[src/rtl/uart_pkg.sv]
// Shared types and baud-divider arithmetic for the uart_8n1 serial front end.
package uart_pkg;

  typedef enum logic [2:0] {
    RX_IDLE,
    RX_START,
    RX_DATA,
    RX_STOP,
    RX_WAIT
  } rx_state_t;

  typedef enum logic [1:0] {
    TX_IDLE,
    TX_START,
    TX_DATA,
    TX_STOP
  } tx_state_t;

  // Clocks per bit, rounded to nearest.
  function automatic int calc_div(input int clk_freq, input int uart_freq);
    return (clk_freq + uart_freq / 2) / uart_freq;
  endfunction

  function automatic int calc_half(input int div);
    return div / 2;
  endfunction

endpackage

[src/rtl/uart_8n1_if.sv]
// Byte-side handshake between uart_8n1 and its host (dbgu32).
interface uart_8n1_if;
  logic       rx_ready;
  logic [7:0] rx_data;
  logic       rx_error;
  logic       tx_write;
  logic [7:0] tx_data;
  logic       tx_finished;

  modport master (
    output tx_write, tx_data,
    input  rx_ready, rx_data, rx_error, tx_finished
  );

  modport slave (
    input  tx_write, tx_data,
    output rx_ready, rx_data, rx_error, tx_finished
  );
endinterface

[src/rtl/uart_bit_timer.sv]
// Loadable down-counter that stops at zero; zero flags the end of a bit period.
module uart_bit_timer #(
  parameter int W = 7
) (
  input  logic         clk,
  input  logic         n_reset,
  input  logic         load,
  input  logic [W-1:0] value,
  output logic         zero
);

  logic [W-1:0] cnt;

  always_ff @(posedge clk or negedge n_reset) begin
    if (!n_reset) begin
      cnt <= '0;
    end else if (load) begin
      cnt <= value;
    end else if (cnt != '0) begin
      cnt <= cnt - 1'b1;
    end
  end

  assign zero = (cnt == '0);

endmodule

[src/rtl/uart_8n1.sv]
// Full-duplex 8N1 UART: independent RX and TX FSMs, each paced by its own bit timer.
module uart_8n1
  import uart_pkg::*;
#(
  parameter int CLK_FREQ  = 12000000,
  parameter int UART_FREQ = 115200
) (
  input  logic      clk,
  input  logic      n_reset,
  input  logic      rx,
  output logic      tx,
  uart_8n1_if.slave bus
);

  localparam int DIV  = calc_div(CLK_FREQ, UART_FREQ);
  localparam int HALF = calc_half(DIV);
  localparam int CW   = $clog2(DIV);
  localparam logic [CW-1:0] DIV_M1  = CW'(DIV - 1);
  localparam logic [CW-1:0] HALF_M1 = CW'(HALF - 1);

  localparam longint ACTUAL = longint'(DIV) * longint'(UART_FREQ);
  localparam longint DEV    = (ACTUAL > longint'(CLK_FREQ)) ? ACTUAL - longint'(CLK_FREQ)
                                                            : longint'(CLK_FREQ) - ACTUAL;

  if (DIV < 4) begin : g_div_too_small
    $fatal(1, "uart_8n1: clocks per bit must be at least 4");
  end
  if (DEV * 64'sd50 >= longint'(CLK_FREQ)) begin : g_baud_error
    $fatal(1, "uart_8n1: baud rounding error is 2 percent or more");
  end

  // RX synchroniser, preset to the idle level
  logic rx_m, rx_s;

  always_ff @(posedge clk or negedge n_reset) begin
    if (!n_reset) begin
      {rx_s, rx_m} <= 2'b11;
    end else begin
      {rx_s, rx_m} <= {rx_m, rx};
    end
  end

  rx_state_t     rx_state, rx_state_nx;
  logic          rx_load;
  logic [CW-1:0] rx_load_val;
  logic          rx_zero;
  logic          rx_shift_en;
  logic          rx_ready_nx, rx_error_nx;
  logic [2:0]    rx_idx;
  logic [7:0]    rx_shift;
  logic          rx_ready_q, rx_error_q;
  logic [7:0]    rx_data_q;

  uart_bit_timer #(.W(CW)) u_rx_timer (
    .clk    (clk),
    .n_reset(n_reset),
    .load   (rx_load),
    .value  (rx_load_val),
    .zero   (rx_zero)
  );

  always_ff @(posedge clk or negedge n_reset) begin
    if (!n_reset) begin
      rx_state <= RX_IDLE;
    end else begin
      rx_state <= rx_state_nx;
    end
  end

  always_comb begin
    rx_state_nx = rx_state;
    rx_load     = 1'b0;
    rx_load_val = DIV_M1;
    rx_shift_en = 1'b0;
    rx_ready_nx = 1'b0;
    rx_error_nx = 1'b0;
    unique case (rx_state)
      RX_IDLE: begin
        if (!rx_s) begin
          rx_load     = 1'b1;
          rx_load_val = HALF_M1;
          rx_state_nx = RX_START;
        end
      end
      RX_START: begin
        // Mid-start sample: a high line means the edge was only a glitch
        if (rx_zero) begin
          if (rx_s) begin
            rx_state_nx = RX_IDLE;
          end else begin
            rx_load     = 1'b1;
            rx_state_nx = RX_DATA;
          end
        end
      end
      RX_DATA: begin
        if (rx_zero) begin
          rx_load     = 1'b1;
          rx_shift_en = 1'b1;
          if (rx_idx == 3'd7) begin
            rx_state_nx = RX_STOP;
          end
        end
      end
      RX_STOP: begin
        if (rx_zero) begin
          if (rx_s) begin
            rx_ready_nx = 1'b1;
            rx_state_nx = RX_IDLE;
          end else begin
            rx_error_nx = 1'b1;
            rx_state_nx = RX_WAIT;
          end
        end
      end
      RX_WAIT: begin
        if (rx_s) begin
          rx_state_nx = RX_IDLE;
        end
      end
      default: rx_state_nx = RX_IDLE;
    endcase
  end

  always_ff @(posedge clk or negedge n_reset) begin
    if (!n_reset) begin
      rx_idx     <= 3'd0;
      rx_ready_q <= 1'b0;
      rx_error_q <= 1'b0;
      rx_data_q  <= 8'h00;
    end else begin
      rx_ready_q <= rx_ready_nx;
      rx_error_q <= rx_error_nx;
      if (rx_state == RX_START) begin
        rx_idx <= 3'd0;
      end else if (rx_shift_en) begin
        rx_idx <= rx_idx + 3'd1;
      end
      if (rx_ready_nx) begin
        rx_data_q <= rx_shift;
      end
    end
  end

  always_ff @(posedge clk) begin
    if (rx_shift_en) begin
      rx_shift <= {rx_s, rx_shift[7:1]};
    end
  end

  assign bus.rx_ready = rx_ready_q;
  assign bus.rx_error = rx_error_q;
  assign bus.rx_data  = rx_data_q;

  tx_state_t  tx_state, tx_state_nx;
  logic       tx_load;
  logic       tx_zero;
  logic       tx_latch;
  logic       tx_adv;
  logic       tx_nx;
  logic       tx_finished_c;
  logic [2:0] tx_idx;
  logic [7:0] tx_shift;

  uart_bit_timer #(.W(CW)) u_tx_timer (
    .clk    (clk),
    .n_reset(n_reset),
    .load   (tx_load),
    .value  (DIV_M1),
    .zero   (tx_zero)
  );

  always_ff @(posedge clk or negedge n_reset) begin
    if (!n_reset) begin
      tx_state <= TX_IDLE;
    end else begin
      tx_state <= tx_state_nx;
    end
  end

  // tx_shift[0] always holds the bit currently on the line during DATA
  always_comb begin
    tx_state_nx   = tx_state;
    tx_load       = 1'b0;
    tx_latch      = 1'b0;
    tx_adv        = 1'b0;
    tx_nx         = tx;
    tx_finished_c = 1'b0;
    unique case (tx_state)
      TX_IDLE: begin
        if (bus.tx_write) begin
          tx_latch    = 1'b1;
          tx_load     = 1'b1;
          tx_nx       = 1'b0;
          tx_state_nx = TX_START;
        end
      end
      TX_START: begin
        if (tx_zero) begin
          tx_load     = 1'b1;
          tx_nx       = tx_shift[0];
          tx_state_nx = TX_DATA;
        end
      end
      TX_DATA: begin
        if (tx_zero) begin
          tx_load = 1'b1;
          if (tx_idx == 3'd7) begin
            tx_nx       = 1'b1;
            tx_state_nx = TX_STOP;
          end else begin
            tx_nx  = tx_shift[1];
            tx_adv = 1'b1;
          end
        end
      end
      TX_STOP: begin
        if (tx_zero) begin
          tx_finished_c = 1'b1;
          tx_state_nx   = TX_IDLE;
        end
      end
      default: tx_state_nx = TX_IDLE;
    endcase
  end

  always_ff @(posedge clk or negedge n_reset) begin
    if (!n_reset) begin
      tx     <= 1'b1;
      tx_idx <= 3'd0;
    end else begin
      tx <= tx_nx;
      if (tx_latch) begin
        tx_idx <= 3'd0;
      end else if (tx_adv) begin
        tx_idx <= tx_idx + 3'd1;
      end
    end
  end

  always_ff @(posedge clk) begin
    if (tx_latch) begin
      tx_shift <= bus.tx_data;
    end else if (tx_adv) begin
      tx_shift <= {1'b0, tx_shift[7:1]};
    end
  end

  assign bus.tx_finished = tx_finished_c;

endmodule

[src/flat_wrapper.sv]
// flat-port wrapper written by rule: the top's interface ports become plain ports
module uart_8n1_flat import uart_pkg::*;
#(
  parameter int CLK_FREQ  = 12000000,
  parameter int UART_FREQ = 115200
)
  (clk, n_reset, rx, tx, bus_tx_write, bus_tx_data, bus_rx_ready, bus_rx_data, bus_rx_error, bus_tx_finished);
  uart_8n1_if bus_i ();
  input  logic clk;
  input  logic n_reset;
  input  logic rx;
  output logic tx;
  input wire logic [$bits(bus_i.tx_write)-1:0] bus_tx_write;
  input wire logic [$bits(bus_i.tx_data)-1:0] bus_tx_data;
  output wire logic [$bits(bus_i.rx_ready)-1:0] bus_rx_ready;
  output wire logic [$bits(bus_i.rx_data)-1:0] bus_rx_data;
  output wire logic [$bits(bus_i.rx_error)-1:0] bus_rx_error;
  output wire logic [$bits(bus_i.tx_finished)-1:0] bus_tx_finished;
  assign bus_i.tx_write = bus_tx_write;
  assign bus_i.tx_data = bus_tx_data;
  assign bus_rx_ready = bus_i.rx_ready;
  assign bus_rx_data = bus_i.rx_data;
  assign bus_rx_error = bus_i.rx_error;
  assign bus_tx_finished = bus_i.tx_finished;
  uart_8n1 #(.CLK_FREQ(CLK_FREQ), .UART_FREQ(UART_FREQ)) u_core (.clk(clk), .n_reset(n_reset), .rx(rx), .tx(tx), .bus(bus_i));
endmodule
[config.mk]
export PLATFORM = sky130hd
export DESIGN_NAME = uart_8n1_flat
export DESIGN_NICKNAME = d
export VERILOG_FILES = /design/src/rtl/uart_pkg.sv /design/src/rtl/uart_8n1_if.sv /design/src/rtl/uart_bit_timer.sv /design/src/rtl/uart_8n1.sv /design/src/flat_wrapper.sv
export SDC_FILE = /design/constraint.sdc
export NUM_CORES = 1
export LEC_CHECK = 0
export BUFFER_PORTS_ARGS = -buffer_cell sky130_fd_sc_hd__buf_2
export CAP_MARGIN = 20
export CORE_MARGIN = 4
export CORE_UTILIZATION = 58
export CTS_CLUSTER_DIAMETER = 60
export DETAILED_ROUTE_END_ITERATION = 10
export PLACE_DENSITY = 0.79
export SYNTH_ARGS = -nofsm -noshare
export SYNTH_HDL_FRONTEND = slang
export SYNTH_SLANG_ARGS = --single-unit
export TNS_END_PERCENT = 30
[constraint.sdc]
create_clock -name clk -period 3 [get_ports clk]
set_clock_uncertainty 0.05 [all_clocks]
set_input_delay 0.45 -clock clk [delete_from_list [all_inputs] [get_ports clk]]
set_output_delay 0.45 -clock clk [all_outputs]
set_load 0.005 [all_outputs]
==> metrics <==
Post-synth EDFFs=16; most common cell after layout, fill and taps aside=dfrtp_1; Hold WC Path Type=in -> async; setup tns final=0 ns; hold-fix buffers at CTS=0; # setup viols final=0; slew margin rel.=0.458; vias per std cell=5.73; WL/cell=14.4 um; Final Power=0.00125 W; initial antenna violation count=0; final count of pins violating max slew=0; gpl congestion=approximately 0.78; TritonRoute pass-1 iters=4; clock root cell=clkbuf_8; worst vdd ir=0.280 mV; PostCTS Resize Cnt=0; CP arrival=1.68 ns; PortBufs=23; CP Max Fanout=7; Num Clock Sinks=54; post-CTS setup buffer count=0; cell row count=23; Via Count=1667; first-pass GRT wire length=7200 um; Hold Violations, Final=0; status=finished, final reports clean; Max-Cap Viols=0; Setup crit start kind=flop; Worst path slowest cell=dfrtp_1; endpoint class of the critical path=output port; mean post-synth cell area=12.1 um2; Static Leak=1.28 nW; CP peak stage delay=0.42 ns; CTS tree=yes; fin crit period=2.18 ns; ant diodes=0; RSZ-0062 raised after global routing=false; Routed Antenna Nets=0; Initial Utilization=0.621; Bufs and invs on worst path=2; Clock Tree Buf Depth=2; Tightest Pin Transition=0.813 ns; Die Y=74.6 um; PwrDens=439 nW/um2; Post-Synthesis Cell Area=2570 um2; largest net degree at the start of global routing=39; IO Pins=24; Async S/R FF share, synth=0.704; yosys warns=0; Worst R2R Setup Slack=0.88 ns; Worst-path clk slew=0.09 ns; critical path cell sequence=inv_1 > ha_1 > nor2b_1 > and3_1 > buf_2; main flop type after synthesis=dfrtp_1; DP HPWL=3020 um; total wire length=4180 um; clk_lat worst skew=0.30 ns; # nets final=approximately 270; full die area=5570 um2; H-Tree Depth=2; Cells after Synth=212; register area share after synthesis=0.557; post-synth net total=approximately 240; CTS Buf Count=5; Worst Path Required=2.50 ns; Yosys reg bits=54; Die Wd=74.6 um; period utilisation layout=0.727; most frequent cells in the layout=dfrtp_1 (35), buf_2 (23), nand2_1 (19); remaining global-route overflow=0; CP delay by family, top=simple AND/OR/NAND/NOR gates; initial detailed-routing violation count=127; Area growth, synth to finish=10.4%; Core ar.=4140 um2; vias in the first global route=1640; Peak Freq=approximately 460 MHz; fraction of layout cells with a size suffix above 1=0.253; Distinct cells, synth=42; CP Class=reg -> out; # DRC=0; GR Util All Layers=0.167
-- power by group --
| group | internal [W] | switching (W) |
|---|---|---|
| clock network | 0.000241 | 0.000231 |
| logic | 0.00000541 | 0.0000126 |
| registers | 0.000756 | 0.00000192 |
-- Yosys cell counts (3+ instances only) --
library cell,number,area share
dfrtp_1,35,0.34
a211o_1,3,0.010
mux2_2,17,0.074
inv_1,8,0.012
nor3_1,9,0.017
dfstp_2,3,0.031
nand2b_1,5,0.012
edfxtp_1,16,0.19
a32oi_1,3,0.010
a21oi_1,11,0.021
nor2b_1,3,0.0073
a31oi_1,3,0.0073
mux2i_1,4,0.016
xnor2_1,4,0.014
buf_6,3,0.013
nor2_1,18,0.026
ha_1,13,0.063
o21ai_0,3,0.0058
nand2_1,19,0.028
-- cells by family after synthesis --
group	count (synthesis)	synth area share
simple gates	75	0.163
flops	54	0.557
compound gates	32	0.0816
mux	21	0.0899
fa+ha+maj	13	0.0632
buf+inv	11	0.0248
xor+xnor	6	0.0204
-- flip-flops by register name (all words and copies together), names as in the netlist, 3 cells and up --
name	flops
u_core.u_tx_timer.cnt	7
u_core.rx_shift	8
u_core.tx_shift	8
u_core.u_rx_timer.cnt	7
u_core.bus.rx_data	8
u_core.rx_state	3
u_core.tx_idx	3
u_core.rx_idx	3
-- worst paths after layout --
kind,from,to,cells after the start
max,u_core.u_tx_timer.cnt[0]$_DFFE_PN0P_,bus_tx_finished,5
min,n_reset,u_core.tx_state[1]$_DFFE_PN0P_,1
max reg2reg,u_core.u_tx_timer.cnt[0]$_DFFE_PN0P_,u_core.tx_shift[1]$_DFFE_PP_,5
min reg2reg,u_core.rx_m$_DFF_PN1_,u_core.rx_s$_DFF_PN1_,0
max in group asynchronous,n_reset,u_core.rx_state[1]$_DFFE_PN0P_,1
min in group clk,rx,u_core.rx_m$_DFF_PN1_,1
-- per-stage QoR --
step,cells,utilization,cell area [um2],worst slack [ns],hold WS [ns]
finish,291,0.686,2840,0.820,0.182
global route,291,0.686,2840,0.679,0.158
CTS,291,0.686,2840,0.814,0.170
detailed placement,283,0.658,2730,0.905,0.300
global placement,283,0.658,2730,0.973,0.296
floorplan,212,-,2570,0.867,0.104
-- per-layer routing --
layer / share of wire / global-route usage / wire length (um)
met1: 0.45 / 0.216 / 1890
met3: 0.035 / 0.0320 / 147
met4: 0.014 / 0.0534 / 59
met2: 0.50 / 0.286 / 2080
met5: 0 / 0 / 0
-- layout make-up --
type                       count  area (um2)
clock buffer                   7         108
tap                           50        62.6
multi-input combinational    147        1080
fill                         320        1300
timing repair buffer          24         123
clock inverter                 1        8.76
inverter                       8        30.0
sequential                    54        1440
No activity file was read; power rests on OpenSTA's default activity.
